$ cat src/rtl/upd_elem_pkg.sv
// Shared types and sizing helpers for the parallel coordinate-update element.
// Consumed by update_element_par (build option UPD_ELEM_ZERO_SKIP_EN lives there).
package upd_elem_pkg;

  typedef enum logic [2:0] {
    IDLE = 3'd0,
    CORR = 3'd1,
    UPD  = 3'd2,
    RES  = 3'd3,
    FIN  = 3'd4
  } state_e;

  // Full-precision width of a sum of i products of two n-bit words.
  function automatic int acc_width(input int i, input int n);
    return 2 * n + $clog2(i);
  endfunction

  function automatic int lane_cycles(input int i, input int p);
    return i / p;
  endfunction

  // Counter width for i/p steps, never narrower than one bit.
  function automatic int idx_width(input int i, input int p);
    return (i / p > 1) ? $clog2(i / p) : 1;
  endfunction

  function automatic longint sat_max(input int n);
    return (64'sd1 <<< (n - 1)) - 64'sd1;
  endfunction

  function automatic longint sat_min(input int n);
    return -(64'sd1 <<< (n - 1));
  endfunction

endpackage

$ cat src/rtl/soft_threshold.sv
// Combinational soft threshold: nxt = sign(z) * max(|z| - lambda, 0).
// lambda is unsigned; |z| is formed one bit wider so z = -2^(N-1) is exact.
module soft_threshold #(
  parameter int N = 8
) (
  input  logic signed [N-1:0] z,
  input  logic        [N-1:0] lambda,
  output logic signed [N-1:0] nxt
);

  logic [N:0] mag;
  logic [N:0] shrunk;
  logic [N:0] res;

  always_comb begin
    mag    = z[N-1] ? (~{1'b1, z}) + (N+1)'(1) : {1'b0, z};
    shrunk = (mag > {1'b0, lambda}) ? mag - {1'b0, lambda} : '0;
    res    = z[N-1] ? (~shrunk) + (N+1)'(1) : shrunk;
    nxt    = res[N-1:0];
  end

endmodule

$ cat src/rtl/update_element_par.sv
// One coordinate-descent update of coefficient j with P-lane correlation and residual update.
// Define UPD_ELEM_ZERO_SKIP_EN to bypass the residual pass when the step dx is zero.
module update_element_par
  import upd_elem_pkg::*;
#(
  parameter int I = 10,
  parameter int N = 8,
  parameter int Q = 3,
  parameter int P = 2
) (
  input  logic                clk,
  input  logic                rst_n,
  input  logic                start,
  output logic                done,
  output logic                busy,
  input  logic signed [N-1:0] xhat_j,
  input  logic signed [N-1:0] inv_norm2_j,
  input  logic        [N-1:0] lambda,
  input  logic signed [N-1:0] A_j [0:I-1],
  input  logic signed [N-1:0] r_in [0:I-1],
  input  logic signed [N-1:0] max_xj_in,
  input  logic signed [N-1:0] max_dxj_in,
  output logic signed [N-1:0] r_out [0:I-1],
  output logic signed [N-1:0] nxt_xhat_j,
  output logic signed [N-1:0] max_xj_out,
  output logic signed [N-1:0] max_dxj_out
);

  localparam int ACC_W = acc_width(I, N);
  localparam int CYC   = lane_cycles(I, P);
  localparam int IDX_W = idx_width(I, P);
  localparam int KW    = idx_width(I, 1);
  localparam int WZ    = ACC_W + N + 1;
  localparam logic signed [WZ-1:0] SAT_HI = WZ'(sat_max(N));
  localparam logic signed [WZ-1:0] SAT_LO = WZ'(sat_min(N));
  localparam logic signed [N-1:0]  MAX_N  = SAT_HI[N-1:0];
  localparam logic signed [N-1:0]  MIN_N  = SAT_LO[N-1:0];

  if (I % P != 0) begin : g_bad_lanes
    $error("update_element_par: I must be a multiple of P");
  end

  function automatic logic signed [N-1:0] sat_n(input logic signed [WZ-1:0] v);
    if (v > SAT_HI)      return MAX_N;
    else if (v < SAT_LO) return MIN_N;
    else                 return v[N-1:0];
  endfunction

  function automatic logic signed [N-1:0] abs_sat(input logic signed [N-1:0] v);
    if (v == MIN_N)   return MAX_N;
    else if (v[N-1])  return -v;
    else              return v;
  endfunction

  state_e                  state_q, state_d;
  logic [IDX_W-1:0]        idx_q, idx_d;
  logic signed [ACC_W-1:0] acc_q, acc_d;
  logic signed [N-1:0]     xhat_q, xhat_d;
  logic signed [N-1:0]     inv_q, inv_d;
  logic        [N-1:0]     lam_q, lam_d;
  logic signed [N-1:0]     mx_in_q, mx_in_d;
  logic signed [N-1:0]     mdx_in_q, mdx_in_d;
  logic signed [N-1:0]     dx_q, dx_d;
  logic signed [N-1:0]     nxt_q, nxt_d;
  logic signed [N-1:0]     mx_out_q, mx_out_d;
  logic signed [N-1:0]     mdx_out_q, mdx_out_d;
  logic signed [N-1:0]     r_q [0:I-1];
  logic signed [N-1:0]     r_d [0:I-1];

  logic signed [ACC_W+N-1:0] gm;
  logic signed [WZ-1:0]      z_w;
  logic signed [N-1:0]       z_val;
  logic signed [N-1:0]       nxt_val;
  logic signed [WZ-1:0]      dx_w;
  logic signed [N-1:0]       dx_val;
  logic signed [N-1:0]       abs_nxt;
  logic signed [N-1:0]       abs_dx;

  logic [KW-1:0]         lane_k    [P];
  logic signed [2*N-1:0] corr_prod [P];
  logic signed [2*N-1:0] res_prod  [P];
  logic signed [N-1:0]   res_val   [P];

  // Lane gi of step idx handles column element idx*P + gi in both passes.
  for (genvar gi = 0; gi < P; gi++) begin : g_lane
    assign lane_k[gi]    = KW'(idx_q) * KW'(P) + KW'(gi);
    assign corr_prod[gi] = (2*N)'(A_j[lane_k[gi]]) * (2*N)'(r_in[lane_k[gi]]);
    assign res_prod[gi]  = (2*N)'(A_j[lane_k[gi]]) * (2*N)'(dx_q);
    assign res_val[gi]   = sat_n(WZ'(r_in[lane_k[gi]]) - WZ'(res_prod[gi] >>> Q));
  end

  always_comb begin
    gm    = (ACC_W+N)'(acc_q >>> Q) * (ACC_W+N)'(inv_q);
    z_w   = WZ'(xhat_q) + WZ'(gm >>> Q);
    z_val = sat_n(z_w);
  end

  soft_threshold #(.N(N)) u_soft_threshold (
    .z      (z_val),
    .lambda (lam_q),
    .nxt    (nxt_val)
  );

  always_comb begin
    dx_w    = WZ'(nxt_val) - WZ'(xhat_q);
    dx_val  = sat_n(dx_w);
    abs_nxt = abs_sat(nxt_val);
    abs_dx  = abs_sat(dx_val);
  end

  always_comb begin
    state_d   = state_q;
    idx_d     = idx_q;
    acc_d     = acc_q;
    xhat_d    = xhat_q;
    inv_d     = inv_q;
    lam_d     = lam_q;
    mx_in_d   = mx_in_q;
    mdx_in_d  = mdx_in_q;
    dx_d      = dx_q;
    nxt_d     = nxt_q;
    mx_out_d  = mx_out_q;
    mdx_out_d = mdx_out_q;
    r_d       = r_q;
    case (state_q)
      IDLE: begin
        if (start) begin
          xhat_d   = xhat_j;
          inv_d    = inv_norm2_j;
          lam_d    = lambda;
          mx_in_d  = max_xj_in;
          mdx_in_d = max_dxj_in;
          acc_d    = '0;
          idx_d    = '0;
          state_d  = CORR;
        end
      end
      CORR: begin
        for (int p = 0; p < P; p++) begin
          acc_d = acc_d + ACC_W'(corr_prod[p]);
        end
        if (idx_q == IDX_W'(CYC - 1)) begin
          idx_d   = '0;
          state_d = UPD;
        end else begin
          idx_d = idx_q + IDX_W'(1);
        end
      end
      UPD: begin
        nxt_d     = nxt_val;
        dx_d      = dx_val;
        mx_out_d  = (abs_nxt > mx_in_q) ? abs_nxt : mx_in_q;
        mdx_out_d = (abs_dx > mdx_in_q) ? abs_dx : mdx_in_q;
        idx_d     = '0;
`ifdef UPD_ELEM_ZERO_SKIP_EN
        if (dx_val == '0) begin
          r_d     = r_in;
          state_d = FIN;
        end else begin
          state_d = RES;
        end
`else
        state_d = RES;
`endif
      end
      RES: begin
        for (int p = 0; p < P; p++) begin
          r_d[lane_k[p]] = res_val[p];
        end
        if (idx_q == IDX_W'(CYC - 1)) begin
          idx_d   = '0;
          state_d = FIN;
        end else begin
          idx_d = idx_q + IDX_W'(1);
        end
      end
      FIN:     state_d = IDLE;
      default: state_d = IDLE;
    endcase
  end

  always_ff @(posedge clk or negedge rst_n) begin
    if (!rst_n) begin
      state_q   <= IDLE;
      idx_q     <= '0;
      acc_q     <= '0;
      xhat_q    <= '0;
      inv_q     <= '0;
      lam_q     <= '0;
      mx_in_q   <= '0;
      mdx_in_q  <= '0;
      dx_q      <= '0;
      nxt_q     <= '0;
      mx_out_q  <= '0;
      mdx_out_q <= '0;
      for (int k = 0; k < I; k++) r_q[k] <= '0;
    end else begin
      state_q   <= state_d;
      idx_q     <= idx_d;
      acc_q     <= acc_d;
      xhat_q    <= xhat_d;
      inv_q     <= inv_d;
      lam_q     <= lam_d;
      mx_in_q   <= mx_in_d;
      mdx_in_q  <= mdx_in_d;
      dx_q      <= dx_d;
      nxt_q     <= nxt_d;
      mx_out_q  <= mx_out_d;
      mdx_out_q <= mdx_out_d;
      r_q       <= r_d;
    end
  end

  assign done        = (state_q == FIN);
  assign busy        = (state_q != IDLE);
  assign r_out       = r_q;
  assign nxt_xhat_j  = nxt_q;
  assign max_xj_out  = mx_out_q;
  assign max_dxj_out = mdx_out_q;

endmodule

$ cat config.mk
export PLATFORM = sky130hd
export DESIGN_NAME = update_element_par
export DESIGN_NICKNAME = d
export VERILOG_FILES = /design/src/rtl/upd_elem_pkg.sv /design/src/rtl/soft_threshold.sv /design/src/rtl/update_element_par.sv
export SDC_FILE = /design/constraint.sdc
export NUM_CORES = 2
export LEC_CHECK = 0
export CORE_MARGIN = 1
export CORE_UTILIZATION = 52
export CTS_CLUSTER_SIZE = 24
export DETAILED_ROUTE_END_ITERATION = 7
export PLACE_DENSITY = 0.83
export SETUP_SLACK_MARGIN = 0.4
export SYNTH_ARGS = -nofsm -noshare
export SYNTH_HDL_FRONTEND = slang
export SYNTH_SLANG_ARGS = --single-unit
$ cat constraint.sdc
create_clock -name clk -period 14.4 [get_ports clk]
set_clock_uncertainty 0.05 [all_clocks]
set_input_delay 4.32 -clock clk [delete_from_list [all_inputs] [get_ports clk]]
set_output_delay 4.32 -clock clk [all_outputs]
set_load 0.02 [all_outputs]
**After elaboration in Yosys (flattened, before gate mapping)**

Cells that the tools add are included.

- Mux-type cells: 44
- Multipliers: 5
- Bitwise logic cells: 4
- Add/sub/neg operators: 13
- Reduce and logical (&&, ||, !) cells: 11
- $lt $le $gt $ge: 15
- Eq/ne operators: 10

Operators with widths:

| operator | number |
|---|---|
| 8-bit 2-to-1 mux | 26 |
| 80-bit bitwise mux | 2 |
| 8-bit binary-select mux with 4-bit select | 4 |
| 8-bit demux with 4-bit select | 2 |
| 8-bit by 8-bit multiplier with 16-bit output | 4 |
| 20-bit by 16-bit adder with 20-bit output | 2 |
| 20-bit one-hot mux with 2 select lines | 1 |
| 14-bit by 8-bit greater-than comparator with 1-bit output (second input constant) | 2 |
| 14-bit by 8-bit less-than comparator with 1-bit output (second input constant) | 2 |
| 8-bit by 13-bit subtractor with 14-bit output | 2 |
| 17-bit by 8-bit multiplier with 25-bit output | 1 |
| 8-bit by 22-bit adder with 23-bit output | 1 |
| 23-bit by 8-bit greater-than comparator with 1-bit output (second input constant) | 1 |
| 23-bit by 8-bit less-than comparator with 1-bit output (second input constant) | 1 |
| 20-bit 2-to-1 mux | 1 |
| 8-bit == test (second input constant) | 2 |
| 8-bit greater-than comparator | 2 |
| 8-bit negator | 2 |
| 3-bit 2-to-1 mux | 5 |
| 3-bit one-hot mux with 4 select lines | 1 |
| 5-bit greater-or-equal comparator (second input constant) | 2 |
| 5-bit by 1-bit less-than comparator with 1-bit output (second input constant) | 2 |
| 4-bit inverter with 5-bit output | 2 |
| 9-bit by 1-bit adder with 9-bit output (second input constant) | 1 |
| other kinds (23) | 31 |

- Output and inout bits: 106
- Bits of input ports: 203
- Word-level logic and storage cells: 124
- Flip-flop bits (word level): 178

**Longest topological paths before layout**

- Depth in word-level cells: 22
- Depth in mapped cells: 76
- Gate-level depth less buffers: 71

**Hierarchy**

Synthesis repeated with hierarchy kept, for this count alone.

- Cells, all modules: 3267
- Area, all modules: 29112.9 µm²

Modules (own cells, without submodules):

| module | instances | area each (µm²) | seq. area each (µm²) | cells each |
|---|---|---|---|---|
| update_element_par | 1 | 28307.1 | 4454.3 | 3152 |
| soft_threshold | 1 | 805.8 | 0.0 | 115 |

**Worst setup path before layout**

No wires, ideal clock.

- Path kind: register -> register
- Start point: register inv_q[7]
- End point: register mdx_out_q[0], in the netlist max_dxj_out[0]
- Required time: 14.224 ns
- Setup slack: -0.264 ns
- Cell stages (with the launch flop): 69
- Library setup time: 0.126 ns
- Period minus slack after synthesis: 14.664 ns
- Arrival time: 14.488 ns
- Cell sequence: dfrtp_1 > inv_1 > buf_1 > nor2_1 > fa_1 > fa_1 > fa_1 > inv_1 > fa_1 > inv_1 > ha_1 > or3_1 > o211ai_1 > a31oi_1 > a41oi_1 > nor2b_1 > xnor2_1 > ha_1 > [... 33 more ...] > nor3_1 > clkbuf_1 > o21a_1 > ha_1 > or4b_1 > a2111o_1 > o21ai_1 > ha_1 > nor2b_1 > o21a_1 > o21a_1 > o21a_1 > o21a_1 > o21ai_0 > a21oi_1 > a21oi_1 > nor2_1 > a221o_1

- Cells in the longest elaborated chain, start to end: 22

Ends and longest elaborated chain:

| item | line | text |
|---|---|---|
| from (decl) | update_element_par.sv:59 | `logic signed [N-1:0] inv_q, inv_d;` |
| from (signal assigned) | update_element_par.sv:202 | `inv_q <= inv_d;` |
| 17-bit by 8-bit multiplier with 25-bit output * | update_element_par.sv:93 | `gm = (ACC_W+N)'(acc_q >>> Q) * (ACC_W+N)'(inv_q);` |
| 8-bit by 22-bit adder with 23-bit output * | update_element_par.sv:94 | `z_w = WZ'(xhat_q) + WZ'(gm >>> Q);` |
| 23-bit by 8-bit less-than comparator with 1-bit output | update_element_par.sv:45 | `else if (v < SAT_LO) return MIN_N;` |
| 8-bit 2-to-1 mux | update_element_par.sv:45 |  |
| 8-bit 2-to-1 mux * | update_element_par.sv:44 | `if (v > SAT_HI) return MAX_N;` |
| 9-bit inverter | soft_threshold.sv:16 | `mag = z[N-1] ? (~{1'b1, z}) + (N+1)'(1) : {1'b0, z};` |
| 9-bit by 1-bit adder with 9-bit output | soft_threshold.sv:16 |  |
| 9-bit 2-to-1 mux | soft_threshold.sv:16 |  |
| [... 5 more ...] | n/a |  |
| named net nxt_val[2] | update_element_par.sv:73 | `logic signed [N-1:0] nxt_val;` |
| [... 1 more ...] | n/a |  |
| 9-bit by 8-bit less-than comparator with 1-bit output | update_element_par.sv:45 |  |
| 8-bit 2-to-1 mux | update_element_par.sv:45 |  |
| 8-bit 2-to-1 mux * | update_element_par.sv:44 |  |
| 8-bit negator | update_element_par.sv:51 | `else if (v[N-1]) return -v;` |
| 8-bit 2-to-1 mux | update_element_par.sv:51 |  |
| 8-bit 2-to-1 mux * | update_element_par.sv:50 | `if (v == MIN_N) return MAX_N;` |
| 8-bit greater-than comparator | update_element_par.sv:153 | `mdx_out_d = (abs_dx > mdx_in_q) ? abs_dx : mdx_in_q;` |
| 8-bit 2-to-1 mux * | update_element_par.sv:153 |  |
| to (signal assigned) | update_element_par.sv:209 | `mdx_out_q <= mdx_out_d;` |
| to (decl) | update_element_par.sv:66 | `logic signed [N-1:0] mdx_out_q, mdx_out_d;` |

Mark *: on every way through the listed nets, which the timed path passes. The rest lies on a longest branch.
A chain may end at the register's enable or synchronous reset.

**Final worst setup path**

- Start point: register acc_q[3]
- End point: register mdx_out_q[3], in the netlist max_dxj_out[3]

- Cells in the longest elaborated chain, start to end: 22

Ends and longest elaborated chain:

| item | line | text |
|---|---|---|
| from (decl) | update_element_par.sv:57 | `logic signed [ACC_W-1:0] acc_q, acc_d;` |
| from (signal assigned) | update_element_par.sv:186 | `acc_q <= '0;` |
| from (signal assigned) | update_element_par.sv:200 | `acc_q <= acc_d;` |
| 17-bit by 8-bit multiplier with 25-bit output * | update_element_par.sv:93 |  |
| 8-bit by 22-bit adder with 23-bit output * | update_element_par.sv:94 |  |
| 23-bit by 8-bit less-than comparator with 1-bit output | update_element_par.sv:45 |  |
| 8-bit 2-to-1 mux | update_element_par.sv:45 |  |
| 8-bit 2-to-1 mux * | update_element_par.sv:44 |  |
| 9-bit inverter | soft_threshold.sv:16 |  |
| 9-bit by 1-bit adder with 9-bit output | soft_threshold.sv:16 |  |
| 9-bit 2-to-1 mux | soft_threshold.sv:16 |  |
| [... 5 more ...] | n/a |  |
| named net nxt_val[1] | update_element_par.sv:73 |  |
| [... 1 more ...] | n/a |  |
| 9-bit by 8-bit less-than comparator with 1-bit output | update_element_par.sv:45 |  |
| 8-bit 2-to-1 mux | update_element_par.sv:45 |  |
| 8-bit 2-to-1 mux * | update_element_par.sv:44 |  |
| 8-bit negator | update_element_par.sv:51 |  |
| 8-bit 2-to-1 mux | update_element_par.sv:51 |  |
| 8-bit 2-to-1 mux * | update_element_par.sv:50 |  |
| 8-bit greater-than comparator | update_element_par.sv:153 |  |
| 8-bit 2-to-1 mux * | update_element_par.sv:153 |  |

Marks and branches as above.

==> results.json <==
{
  "dr.pass1.iters": 6,
  "fin_area_mm2": 0.0343,
  "cts-buffers-inserted": 17,
  "multi_input_area_mm2": 0.0224,
  "top_layer": "met4",
  "worst-setup-path-type": "register to register",
  "end_kind": "register",
  "rows": 86,
  "fillers": 4521,
  "layout.cells.non_filler": 4319,
  "avgSynthCellArea_um2": 8.97,
  "drt-wirelength-per-cell_um": 19.0,
  "r2r-start": "acc_q[3]$_DFFE_PN0P_",
  "clockBufferDepth": 2,
  "place_hpwl_um": 66200,
  "drt_wl_total_um": 81900,
  "hp-class": "register to register",
  "syn_inst": 3238,
  "clk_pin_slew_ns": 0.08,
  "synth_flop_cell": "dfrtp_1",
  "gr-usage-all-layers": 0.292,
  "setup_viol": 0,
  "cp_max_fo": 7,
  "maxCapViolations": 0,
  "viasPerCell": 5.68,
  "rsz0062_at_grt": "yes",
  "worst_pin_slew_ns": 1.25,
  "worstSkewPairLatency_ns": 0.51,
  "die_area_mm2": 0.0568,
  "drc": 0,
  "tritoncts": "built",
  "drt_iter0_markers": 1950,
  "core_mm2": 0.0551,
  "grt_pass1_vias": 24700,
  "fin_crit_sh": 0.978,
  "wl_met2_um": 39600,
  "grt_max_degree": 74,
  "holdBufCountCts": 0,
  "ys_ff_latch": 178,
  "synth.distinct_cells": 97,
  "layout-drive-gt1-share": 0.0981,
  "dieHeight_um": 238,
  "ys_warn_count": 0,
  "area_growth_pct": 18.3,
  "synthesis.area_mm2": 0.0290,
  "async_flop_share": 1.00,
  "wirelength_met1_um": 32400,
  "critPathLaunch": "acc_q[3]$_DFFE_PN0P_",
  "critPathSlowestCell": "fa_1",
  "synth_edf_count": 0,
  "slew_violations": 0,
  "die_x_um": 238,
  "ios": 309,
  "final_cell_mix": "inv_1, fa_1, clkdlybuf4s50_1",
  "hold_path_startpoint": "r_out[71]$_DFFE_PN0P_",
  "place_congestion": 0.915,
  "layout_commonest_cell": "inv_1",
  "dp.cells": 4251,
  "syn_nets": 4112,
  "slowest_delay_ns": 0.55,
  "worst-endpoint-arrival_ns": 14.42,
  "final_antenna_net_count": 0,
  "hold_viol": 0,
  "ff_latch_area_mm2": 0.00448,
  "crit_buf_inv": 6,
  "required_ns": 14.73,
  "seq_area_frac_synth": 0.153,
  "fmax_ghz": 0.0710,
  "cts_root_buf": "clkbuf_16",
  "status": "finished clean",
  "placed_area_mm2": 0.0332,
  "vias": 24500,
  "final_net_count": 4430,
  "gr-total-overflow": 0,
  "cts.sinks": 178,
  "finalSetupTns_ns": 0,
  "antenna_found_initial": 2,
  "wl_met3_um": 5610,
  "start_util": 0.527,
  "grt_pass1_wl_um": 130000,
  "cp_top_family": "compound AO/OA/AOI/OAI gates",
  "slew_headroom": 0.164,
  "port_buffers": 308,
  "cp-start-kind": "register",
  "period_needed_ns": 14.08,
  "cts_max_level": 4
}
[cell usage after synthesis (10+ instances only)]
master,count,share of area
inv_1,561,0.073
fa_1,397,0.27
nand2_1,286,0.037
ha_1,274,0.12
nor2_1,240,0.031
dfrtp_1,178,0.15
and2_1,163,0.035
a21oi_1,111,0.019
o21ai_0,104,0.018
clkbuf_1,86,0.011
xnor2_1,82,0.025
nor3_1,65,0.011
mux2_2,59,0.023
a31oi_1,49,0.011
nor2b_1,49,0.011
nand3_1,39,0.0067
o21a_1,38,0.0098
xor2_1,38,0.011
a21o_1,34,0.0088
and3_1,26,0.0056
o22ai_1,23,0.0050
mux4_2,22,0.017
nand2b_1,18,0.0039
a211oi_1,17,0.0044
or3_1,17,0.0037
or2_2,15,0.0032
o211ai_1,14,0.0036
mux2i_1,13,0.0045
o21bai_1,13,0.0034
a22oi_1,12,0.0031
buf_1,11,0.0014
o31ai_1,11,0.0028
a22o_1,10,0.0030
[cell families after synthesis]
| kind of cell | Yosys count | synth area share |
|---|---|---|
| buffers and inverters | 667 | 0.0872 |
| xor gates and xnor gates | 120 | 0.0362 |
| DFF | 178 | 0.153 |
| and+or+nand+nor | 971 | 0.163 |
| AOI/OAI and AO/OA | 537 | 0.124 |
| adders and majority gates | 671 | 0.392 |
| muxes | 94 | 0.0444 |
[state kept, by name (all words and copies together), names as in the netlist]
register	cells
xhat_q	8
state_q	3
inv_q	8
lam_q	8
acc_q	20
dx_q	8
max_dxj_out	8
max_xj_out	8
r_out	80
mdx_in_q	8
idx_q	3
nxt_xhat_j	8
mx_in_q	8
[worst paths after layout]
check	depth (start not counted)	endpoint	slack, ns
max	65	max_dxj_out[3]$_DFFE_PN0P_	0.32
min in group asynchronous	1	r_out[11]$_DFFE_PN0P_	3.72
min	2	r_out[71]$_DFFE_PN0P_	0.44
max in group asynchronous	2	inv_q[0]$_DFFE_PN0P_	9.25
max reg2reg	65	max_dxj_out[3]$_DFFE_PN0P_	0.32
min reg2reg	2	r_out[71]$_DFFE_PN0P_	0.44
[cell type report]
class,count,area share
Timing Repair Buffer,403,0.111
Inverter,563,0.0616
Clock inverter,13,0.00383
Sequential cell,178,0.130
Antenna cell,2,0.000146
Tap cell,748,0.0273
Multi-Input combinational cell,2393,0.653
Clock buffer,19,0.0132
[stage by stage]
| step | utilization | hold WS [ns] | setup slack (ns) |
|---|---|---|---|
| finish | 0.623 | 0.440 | 0.316 |
| detailed placement | 0.602 | 0.422 | -0.0612 |
| CTS | 0.615 | 0.440 | 0.422 |
| global placement | 0.602 | 0.414 | 0.271 |
| global route | 0.623 | 0.457 | -0.225 |
| floorplan | - | 0.437 | 0.402 |
[what timing repair did]
| action | 4_1_cts | 5_1_grt |
|---|---|---|
| resized for setup | 19 | 68 |
| pin swaps | 11 | 53 |
| setup endpoints to repair | 8 | 8 |
| hold endpoints to repair | 0 | 0 |
| setup buffers | 9 | 25 |
| cloned | 0 | 0 |
[worst register-to-register path, delay by kind of cell (launching register included)]
kind / cells / cell delay, ns
compound gates: 29 / 5.34
fa+ha+maj: 12 / 4.06
simple gates: 15 / 3.12
flops: 1 / 0.45
xor+xnor: 2 / 0.35
buf+inv: 6 / 0.30
mux: 1 / 0.28
[routing by layer]
layer / track usage / up-vias
li1: - / 11200
met1: 0.362 / 12100
met2: 0.496 / 994
met3: 0.0460 / 205
met4: 0.143 / 0
met5: 0 / -
Power is not shown: default switching activity piles up to over one toggle a cycle in this logic, so the estimate is an artifact.
